[src/rtl/alu.sv]
// alu: combinational 8/16-bit arithmetic-logic unit for the f8 core.
// Results and condition outputs are combinational with zero latency. The only
// state is flags_q, a debug copy of the previous cycle's {n,z,c}.
module alu (
  input  logic        clk,
  input  logic        reset,
  input  logic [4:0]  aluinst,
  input  logic [15:0] op0,
  input  logic [15:0] op1,
  input  logic [15:0] op2,
  input  logic        c_in,
  input  logic        swapop_in,
  output logic [15:0] result_reg,
  output logic [15:0] result_mem,
  output logic        c_out,
  output logic        z_out,
  output logic        n_out,
  output logic [2:0]  flags_q
);

  localparam logic [4:0] OP_SUB    = 5'd0;
  localparam logic [4:0] OP_SBC    = 5'd1;
  localparam logic [4:0] OP_ADD    = 5'd2;
  localparam logic [4:0] OP_ADC    = 5'd3;
  localparam logic [4:0] OP_OR     = 5'd4;
  localparam logic [4:0] OP_AND    = 5'd5;
  localparam logic [4:0] OP_XOR    = 5'd6;
  localparam logic [4:0] OP_SRL    = 5'd7;
  localparam logic [4:0] OP_SLL    = 5'd8;
  localparam logic [4:0] OP_RRC    = 5'd9;
  localparam logic [4:0] OP_RLC    = 5'd10;
  localparam logic [4:0] OP_INC    = 5'd11;
  localparam logic [4:0] OP_DEC    = 5'd12;
  localparam logic [4:0] OP_CLR    = 5'd13;
  localparam logic [4:0] OP_PASS0  = 5'd14;
  localparam logic [4:0] OP_SUBW   = 5'd15;
  localparam logic [4:0] OP_SBCW   = 5'd16;
  localparam logic [4:0] OP_ADDW   = 5'd17;
  localparam logic [4:0] OP_ADCW   = 5'd18;
  localparam logic [4:0] OP_ORW    = 5'd19;
  localparam logic [4:0] OP_XCHB   = 5'd20;
  localparam logic [4:0] OP_ADSW   = 5'd21;
  localparam logic [4:0] OP_SEX    = 5'd22;
  localparam logic [4:0] OP_XCHW   = 5'd23;
  localparam logic [4:0] OP_PASSW0 = 5'd24;

  logic        swap_en;
  logic [15:0] a16;
  logic [15:0] b16;
  logic [7:0]  xchb_mem;
  logic        xchb_bit;
  logic [2:0]  flags_d;

  // Only the two-operand ALU ops honour the swap prefix; everything else reads op0/op1 directly.
  always_comb begin
    swap_en = swapop_in &&
              ((aluinst <= OP_XOR) || ((aluinst >= OP_SUBW) && (aluinst <= OP_ORW)));
    a16 = swap_en ? op1 : op0;
    b16 = swap_en ? op0 : op1;
  end

  // XCHB: select op1[i] and build op1[7:0] with bit i replaced by op0[0].
  assign xchb_bit = op1[op2[2:0]];
  generate
    for (genvar gi = 0; gi < 8; gi++) begin : g_xchb
      assign xchb_mem[gi] = (op2[2:0] == 3'(gi)) ? op0[0] : op1[gi];
    end
  endgenerate

  // Main datapath: byte ops produce r8, word ops r16; flags derive from whichever applies.
  always_comb begin
    logic [7:0]  r8;
    logic [15:0] r16;
    logic        is_word;
    logic        carry;
    r8      = 8'h00;
    r16     = 16'h0000;
    is_word = 1'b0;
    carry   = c_in;
    case (aluinst)
      OP_SUB:    {carry, r8} = {1'b0, a16[7:0]} + {1'b0, ~b16[7:0]} + 9'd1;
      OP_SBC:    {carry, r8} = {1'b0, a16[7:0]} + {1'b0, ~b16[7:0]} + {8'h00, c_in};
      OP_ADD:    {carry, r8} = {1'b0, a16[7:0]} + {1'b0, b16[7:0]};
      OP_ADC:    {carry, r8} = {1'b0, a16[7:0]} + {1'b0, b16[7:0]} + {8'h00, c_in};
      OP_OR:     r8 = a16[7:0] | b16[7:0];
      OP_AND:    r8 = a16[7:0] & b16[7:0];
      OP_XOR:    r8 = a16[7:0] ^ b16[7:0];
      OP_SRL:    begin r8 = {1'b0, op0[7:1]}; carry = op0[0]; end
      OP_SLL:    begin r8 = {op0[6:0], 1'b0}; carry = op0[7]; end
      OP_RRC:    begin r8 = {c_in, op0[7:1]}; carry = op0[0]; end
      OP_RLC:    begin r8 = {op0[6:0], c_in}; carry = op0[7]; end
      OP_INC:    {carry, r8} = {1'b0, op0[7:0]} + 9'd1;
      OP_DEC:    {carry, r8} = {1'b0, op0[7:0]} + 9'h0FF;
      OP_CLR:    r8 = 8'h00;
      OP_SUBW:   begin is_word = 1'b1; {carry, r16} = {1'b0, a16} + {1'b0, ~b16} + 17'd1; end
      OP_SBCW:   begin is_word = 1'b1; {carry, r16} = {1'b0, a16} + {1'b0, ~b16} + {16'h0000, c_in}; end
      OP_ADDW:   begin is_word = 1'b1; {carry, r16} = {1'b0, a16} + {1'b0, b16}; end
      OP_ADCW:   begin is_word = 1'b1; {carry, r16} = {1'b0, a16} + {1'b0, b16} + {16'h0000, c_in}; end
      OP_ORW:    begin is_word = 1'b1; r16 = a16 | b16; end
      OP_XCHB:   r8 = {op0[7:1], xchb_bit};
      OP_ADSW:   begin is_word = 1'b1; {carry, r16} = {1'b0, op0} + {1'b0, {8{op1[7]}}, op1[7:0]}; end
      OP_SEX:    begin is_word = 1'b1; r16 = {{8{op0[7]}}, op0[7:0]}; end
      // XCHW flags describe op0; the swapped result words are patched in below.
      OP_XCHW:   begin is_word = 1'b1; r16 = op0; end
      OP_PASSW0: begin is_word = 1'b1; r16 = op0; end
      // PASS0 and the unused codes 25..31
      default:   begin r8 = op0[7:0]; carry = 1'b0; end
    endcase

    c_out = carry;
    if (is_word) begin
      result_reg = r16;
      z_out      = (r16 == 16'h0000);
      n_out      = r16[15];
    end else begin
      result_reg = {8'h00, r8};
      z_out      = (r8 == 8'h00);
      n_out      = r8[7];
    end
    result_mem = result_reg;

    if (aluinst == OP_XCHB) begin
      result_mem = {8'h00, xchb_mem};
      z_out      = ~xchb_bit;
      n_out      = 1'b0;
    end
    if (aluinst == OP_XCHW) begin
      result_reg = op1;
      result_mem = op0;
    end
  end

  assign flags_d = {n_out, z_out, c_out};

  // Debug status copy of the last condition outputs; cleared asynchronously.
  always_ff @(posedge clk or posedge reset) begin
    if (reset) begin
      flags_q <= 3'b000;
    end else begin
      flags_q <= flags_d;
    end
  end

endmodule

[config.mk]
export PLATFORM = sky130hd
export DESIGN_NAME = alu
export DESIGN_NICKNAME = d
export VERILOG_FILES = /design/src/rtl/alu.sv
export SDC_FILE = /design/constraint.sdc
export NUM_CORES = 1
export LEC_CHECK = 0
export BUFFER_PORTS_ARGS = -buffer_cell sky130_fd_sc_hd__buf_2
export CAP_MARGIN = 20
export CORE_ASPECT_RATIO = 1.4
export CORE_MARGIN = 2
export CORE_UTILIZATION = 25
export DETAILED_ROUTE_END_ITERATION = 7
export GPL_ROUTABILITY_DRIVEN = 0
export GPL_TIMING_DRIVEN = 0
export PLACE_DENSITY_LB_ADDON = 0.3
export SKIP_CTS_REPAIR_TIMING = 1
export SYNTH_ARGS = -nofsm -noshare
export SYNTH_HDL_FRONTEND = slang
export SYNTH_SLANG_ARGS = --single-unit
[constraint.sdc]
create_clock -name clk -period 13.1 [get_ports clk]
set_input_delay 3.93 -clock clk [delete_from_list [all_inputs] [get_ports clk]]
set_output_delay 3.93 -clock clk [all_outputs]
set_load 0.02 [all_outputs]
* After elaboration in Yosys (flattened, before gate mapping)
Index checks and enable logic that the tools add are counted.
** Storage, ports and cells
- Flip-flop bits (word level) :: 3
- Latch bits :: 0
- Bits in writable memories :: 0
- ROM bits :: 0
- Output and inout bits :: 38
- Logic and storage cells :: 92
- Memories kept :: 0
** Cells by class
- Add/sub/neg operators :: 13
- Multipliers :: 0
- Div/mod/pow operators :: 0
- Magnitude comparators :: 4
- Equality and inequality tests :: 30
- Shifts and indexed selects :: 0
- Mux-type cells :: 24
- Bitwise logic cells :: 7
- Reduce and logical (&&, ||, !) cells :: 13
** Operators with widths (number)
- $pmux 16 s8 :: 1
- $pmux 8 s15 :: 1
- $mux 16 :: 6
- $add 16x16->17 :: 3
- $eq 5x5->1 const B :: 9
- $eq 5x4->1 const B :: 7
- $add 17x1->17 :: 2
- $eq 5x3->1 const B :: 4
- $add 8x8->9 :: 2
- $add 9x1->9 :: 2
- $reduce_or 9->1 :: 2
- $add 17x1->17 const B :: 1
- $logic_not 16->1 :: 1
- $not 16->16 :: 1
- $or 16x16->16 :: 1
- $mux 1 :: 14
- $pmux 1 s14 :: 1
- $eq 3x3->1 const B :: 4
- $eq 5x2->1 const B :: 2
- $reduce_or 10->1 :: 1
- $add 8x1->9 const B :: 1
- $add 8x8->9 const B :: 1
- $add 9x1->9 const B :: 1
- $and 8x8->8 :: 1
- 18 further kinds :: 22

* Longest topological paths before layout
- Word-level depth :: 12
- Mapped depth :: 20
- Mapped depth without buffers :: 17

* Worst setup path before layout
No wires, ideal clock.
- Kind :: input-to-output
- Start :: input port aluinst[2]
- End :: output port z_out
- Arrival :: 8.674 ns
- Path slack :: 0.496 ns
- Cell stages on the path :: 20
- Buffers on the path :: 3
- Path through :: buf_2 and3_4 buf_6 a221oi_4 nor2_2 nand2_1 o22ai_1 ha_1 a41o_1 o21a_1 o31ai_2 a211oi_2 or4_1 or2_0 clkbuf_1 nor2_1 xor2_1 o221ai_1 or4_1 o31ai_2
** On the way
- Longest elaborated chain between the ends :: 12
- Elaborated cells between the ends (all ways) :: 58
- Those cells by class :: 10 x add/sub; 3 x order compare; 23 x eq/ne; 7 x mux; 6 x bitwise; 9 x reduce/logical
** Ends and longest elaborated chain
- start, declared :: line 7 : input logic [4:0] aluinst,
- $ge 5x4->1 or $le 5x5->1 (tied branches) :: line 57 : ((aluinst <= OP_XOR) || ((aluinst >= OP_SUBW) && (aluinst <= OP_ORW)));
- $logic_and 1x1->1 :: line 57
- $logic_or 1x1->1 :: line 57
- $logic_and 1x1->1 :: line 56 : swap_en = swapop_in &&
- $mux 16 :: line 59 : b16 = swap_en ? op0 : op1;
- $not 16->16 or $not 8->8 (tied branches)
- $add 16x16->17 or $add 8x8->9 (tied branches)
- $add 17x1->17 (tied with other cells) :: line 96 : OP_SBCW: begin is_word = 1'b1; {carry, r16} = {1'b0, a16} + {1'b0, ~b16} + {16'h0000, c_in}; end
- $pmux 16 s8 or $pmux 8 s15 (tied branches) :: line 80 : case (aluinst)
- $logic_not 16->1 or $logic_not 8->1 (tied branches) :: line 113, 117
- $mux 1 :: line 111 : if (is_word) begin
- $mux 1 * :: line 122 : if (aluinst == OP_XCHB) begin
- end, declared :: line 16 : output logic z_out,
Mark *: on every way between the ends. The rest lies on a longest branch, timed or not.

* Worst setup path after layout
- Start :: input port op0[3]
- End :: output port z_out
** On the way
- Longest elaborated chain between the ends :: 8
- Elaborated cells between the ends (all ways) :: 27
- Those cells by class :: 13 x add/sub; 6 x mux; 6 x bitwise; 2 x reduce/logical
** Ends and longest elaborated chain
- start, declared :: line 8 : input logic [15:0] op0,
- $mux 16 :: line 59
- $not 16->16 or $not 8->8 (tied branches)
- $add 16x16->17 or $add 8x8->9 (tied branches)
- $add 17x1->17 (tied with other cells) :: line 96
- $pmux 16 s8 or $pmux 8 s15 (tied branches) :: line 80
- $logic_not 16->1 or $logic_not 8->1 (tied branches) :: line 113, 117
- $mux 1 * :: line 111
- $mux 1 * :: line 122
Marks and branches as above.

==> results.ini <==
[power]
p_int_mw = 0.192
p_comb_share_pct = 87.5
pwr-share-clk_pct = 10.2
netSwitchingFraction_pct = 59.2
p_leak_nw = 2.96
peakVddDrop_mv = 0.0333
switchingPower_mw = 0.278
seqPwrFrac_pct = 2.3
powerDensity_nw_per_um2 = 64.4

[floorplan]
pin_count = 95
die_y_um = 191
start_util_pct = 25.4
std_cell_rows = 68
core_area_um2 = 24600
dieWidth_um = 137
die-area_um2 = 26200

[synthesis]
yosysUniqueCellTypes = 87
ys_seq_area_share_pct = 1.20
syn_inst = 986
synthArstFlopShare_pct = 100
ys_top_cells_by_area = ha_1, xnor2_1, a21oi_1
synth_warnings = 0
yosys.area.top_type = ha_1
syn-num-nets = 1092
synth_edf_count = 0
synthesis.area_um2 = 6240
avgSynthCellArea_um2 = 6.33
synth_flop_cell = dfrtp_1
synth_seq_cells = 3
yosysTopAreaCellShare_pct = 9.63

[timing]
drv_slew = 0
fin_ws_ps = 172
max-slew-margin-rel_pct = 26.4
worst_pin_slew_ps = 1100
hold_viol = 0
setup_viol = 0
timing.fmax_mhz = 77.3
period_needed_ps = 12930
fin_crit_sh_pct = 98.7

[clocking]
tritoncts = built
cts.clk_slew.worst_paths_ps = 30
clock_path_buffers = 2
clockRootBuffer = clkbuf_16
cts_buffers = 3
htreeDepth = 1
clock-sinks = 3

[global_route]
grt_antenna_before_repair = 1
grt-ovfl-total = 0
grt_pass1_wl_mm = 45.5
grt_pass1_vias = 7931
grt_max_degree = 15
track_usage_pct = 22.5

[layout]
reg_top3 = flags_q x3
stdcell_count = 1386
num-fill-cells = 2732
largest_register_ffs = 3
fin_area_um2 = 7300
syn_to_final_growth_pct = 17.1
final_net_count = 1177
drive_above_1_share_pct = 13.7
utilization_pct = 29.7
regMostFlops = flags_q

[worst_setup_path]
cp_cell_sequence = buf_2 > clkbuf_4 > inv_1 > ha_1 > buf_2 > o32ai_1 > mux2i_1 > a311oi_4 > nor3_2 > a2111o_1 > or3_1 > buf_2 > nand4bb_1 > xor2_1 > a211o_1 > or4_1 > o31ai_4 > buf_2
critPathLaunch = op0[3]
critical_path.max_stage_delay_ps = 550
arrival_ps = 9000
critPathSlowestCell = or4_1
required_ps = 9170
end_kind = output port
cp_top_family = compound AO/OA/AOI/OAI gates
worst-path-buf-inv = 6
critical-path-top-cell-by-count = buf_2
crit_type = in -> out
critPathMaxFanout = 10
worstSetupStartpointType = primary input

[drt]
drc = 0
drt_iter0_markers = 749
viasPerCell = 6.04
ant_nets = 0
drt-total-wl_mm = 30.1
drt-pass1-iter-count = 7
wire_per_inst_um = 21.7
dr_total_vias = 8376

[placement]
dp_cells = 1376
portBuffers = 73
postPlaceCellArea_um2 = 7010
dp.final_hpwl_mm = 24.2
place_ws_ps = -594

[outcome]
status = finished clean

[run]
cap_violations = 0

[hold_path]
hold_class = in -> async

cells in the mapped netlist, types with 8 or more instances:
master	instances
mux2i_1	15
inv_1	46
nand4_1	10
nand2b_1	20
clkbuf_1	45
and3_1	10
nor3_1	43
nand2_1	101
a221oi_1	20
o31ai_1	11
nor2_1	103
a21o_1	8
a31oi_1	10
ha_1	48
nor4_1	14
xor2_1	22
a21oi_1	86
nand3_1	31
nor2b_1	9
o221ai_1	8
o22ai_1	19
a22oi_1	12
o211ai_1	13
or3_1	17
o21ai_0	76
xnor2_1	54
kinds of logic (layout without fill, tap and decap cells):
group / Yosys count / after routing / share of synthesized area (%)
XOR/XNOR: 77 / 77 / 10.9
adder cells (fa/ha/maj): 49 / 49 / 9.95
flip-flops: 3 / 3 / 1.20
AND/OR/NAND/NOR: 399 / 400 / 31.5
other: 0 / 1 / 0
buffers and inverters: 105 / 188 / 6.76
multiplexers: 18 / 18 / 3.31
AO/OA/AOI/OAI: 335 / 335 / 36.4
per-layer routing:
metal | routed length [µm] | part of all wire, % | up-vias | GRT usage, %
met5 | 0 | 0 | - | 0
met4 | 2550 | 8.5 | 0 | 15.2
met3 | 2200 | 7.3 | 129 | 2.49
met2 | 14100 | 47 | 504 | 37.6
met1 | 11300 | 37 | 3887 | 26.6
li1 | - | - | 3856 | -
cell type report:
type	count	area, µm²	area share, %
Sequential cell	3	75.1	1.03
Multi-Input combinational cell	879	5890	80.6
Clock buffer	4	78.8	1.08
Inverter	47	176	2.42
Antenna cell	1	2.50	0.0343
Timing Repair Buffer	82	444	6.08
Tap cell	315	394	5.40
Buffer	55	244	3.34
layout by cell type (no fill, tap or decap), types with 13 or more instances in the layout:
master,netlist,final
a21oi_1,86,85
a221oi_1,20,20
buf_2,4,79
clkbuf_1,45,38
ha_1,48,48
inv_1,46,46
mux2i_1,15,15
nand2_1,101,101
nand2b_1,20,20
nand3_1,31,31
nor2_1,103,100
nor3_1,43,42
nor4_1,14,13
o211ai_1,13,13
o21ai_0,76,75
o22ai_1,19,19
or3_1,17,17
xnor2_1,54,50
xor2_1,22,21
power groups by stage:
stage | Sequential (mW) | Clock, mW | Combinational (mW)
6_report | 0.0108 | 0.0481 | 0.411
3_3_place_gp | 0.0109 | 0 | 0.385
3_5_place_dp | 0.0110 | 0 | 0.386
4_1_cts | 0.0109 | 0.0491 | 0.388
5_1_grt | 0.0110 | 0.0509 | 0.441
2_1_floorplan | 0.0128 | 0 | 0.266
path summary, 6_finish.rpt:
check	to	slack (ps)	depth (start not counted)
max in group asynchronous	flags_q[1]$_DFF_PP0_	9400	2
worst min-delay path	flags_q[2]$_DFF_PP0_	3570	2
min in group clk	flags_q[0]$_DFF_PP0_	4430	5
worst max-delay path	z_out	170	18
through the flow:
stage	power [mW]	setup TNS, ps	hold slack [ps]
4_1_cts	0.448	-750	3570
6_report	0.470	0	3570
3_3_place_gp	0.396	-554	3790
5_1_grt	0.503	-2.89	3570
3_5_place_dp	0.397	-668	3800
2_1_floorplan	0.279	0	3680
No activity file was read; power rests on OpenSTA's default activity.
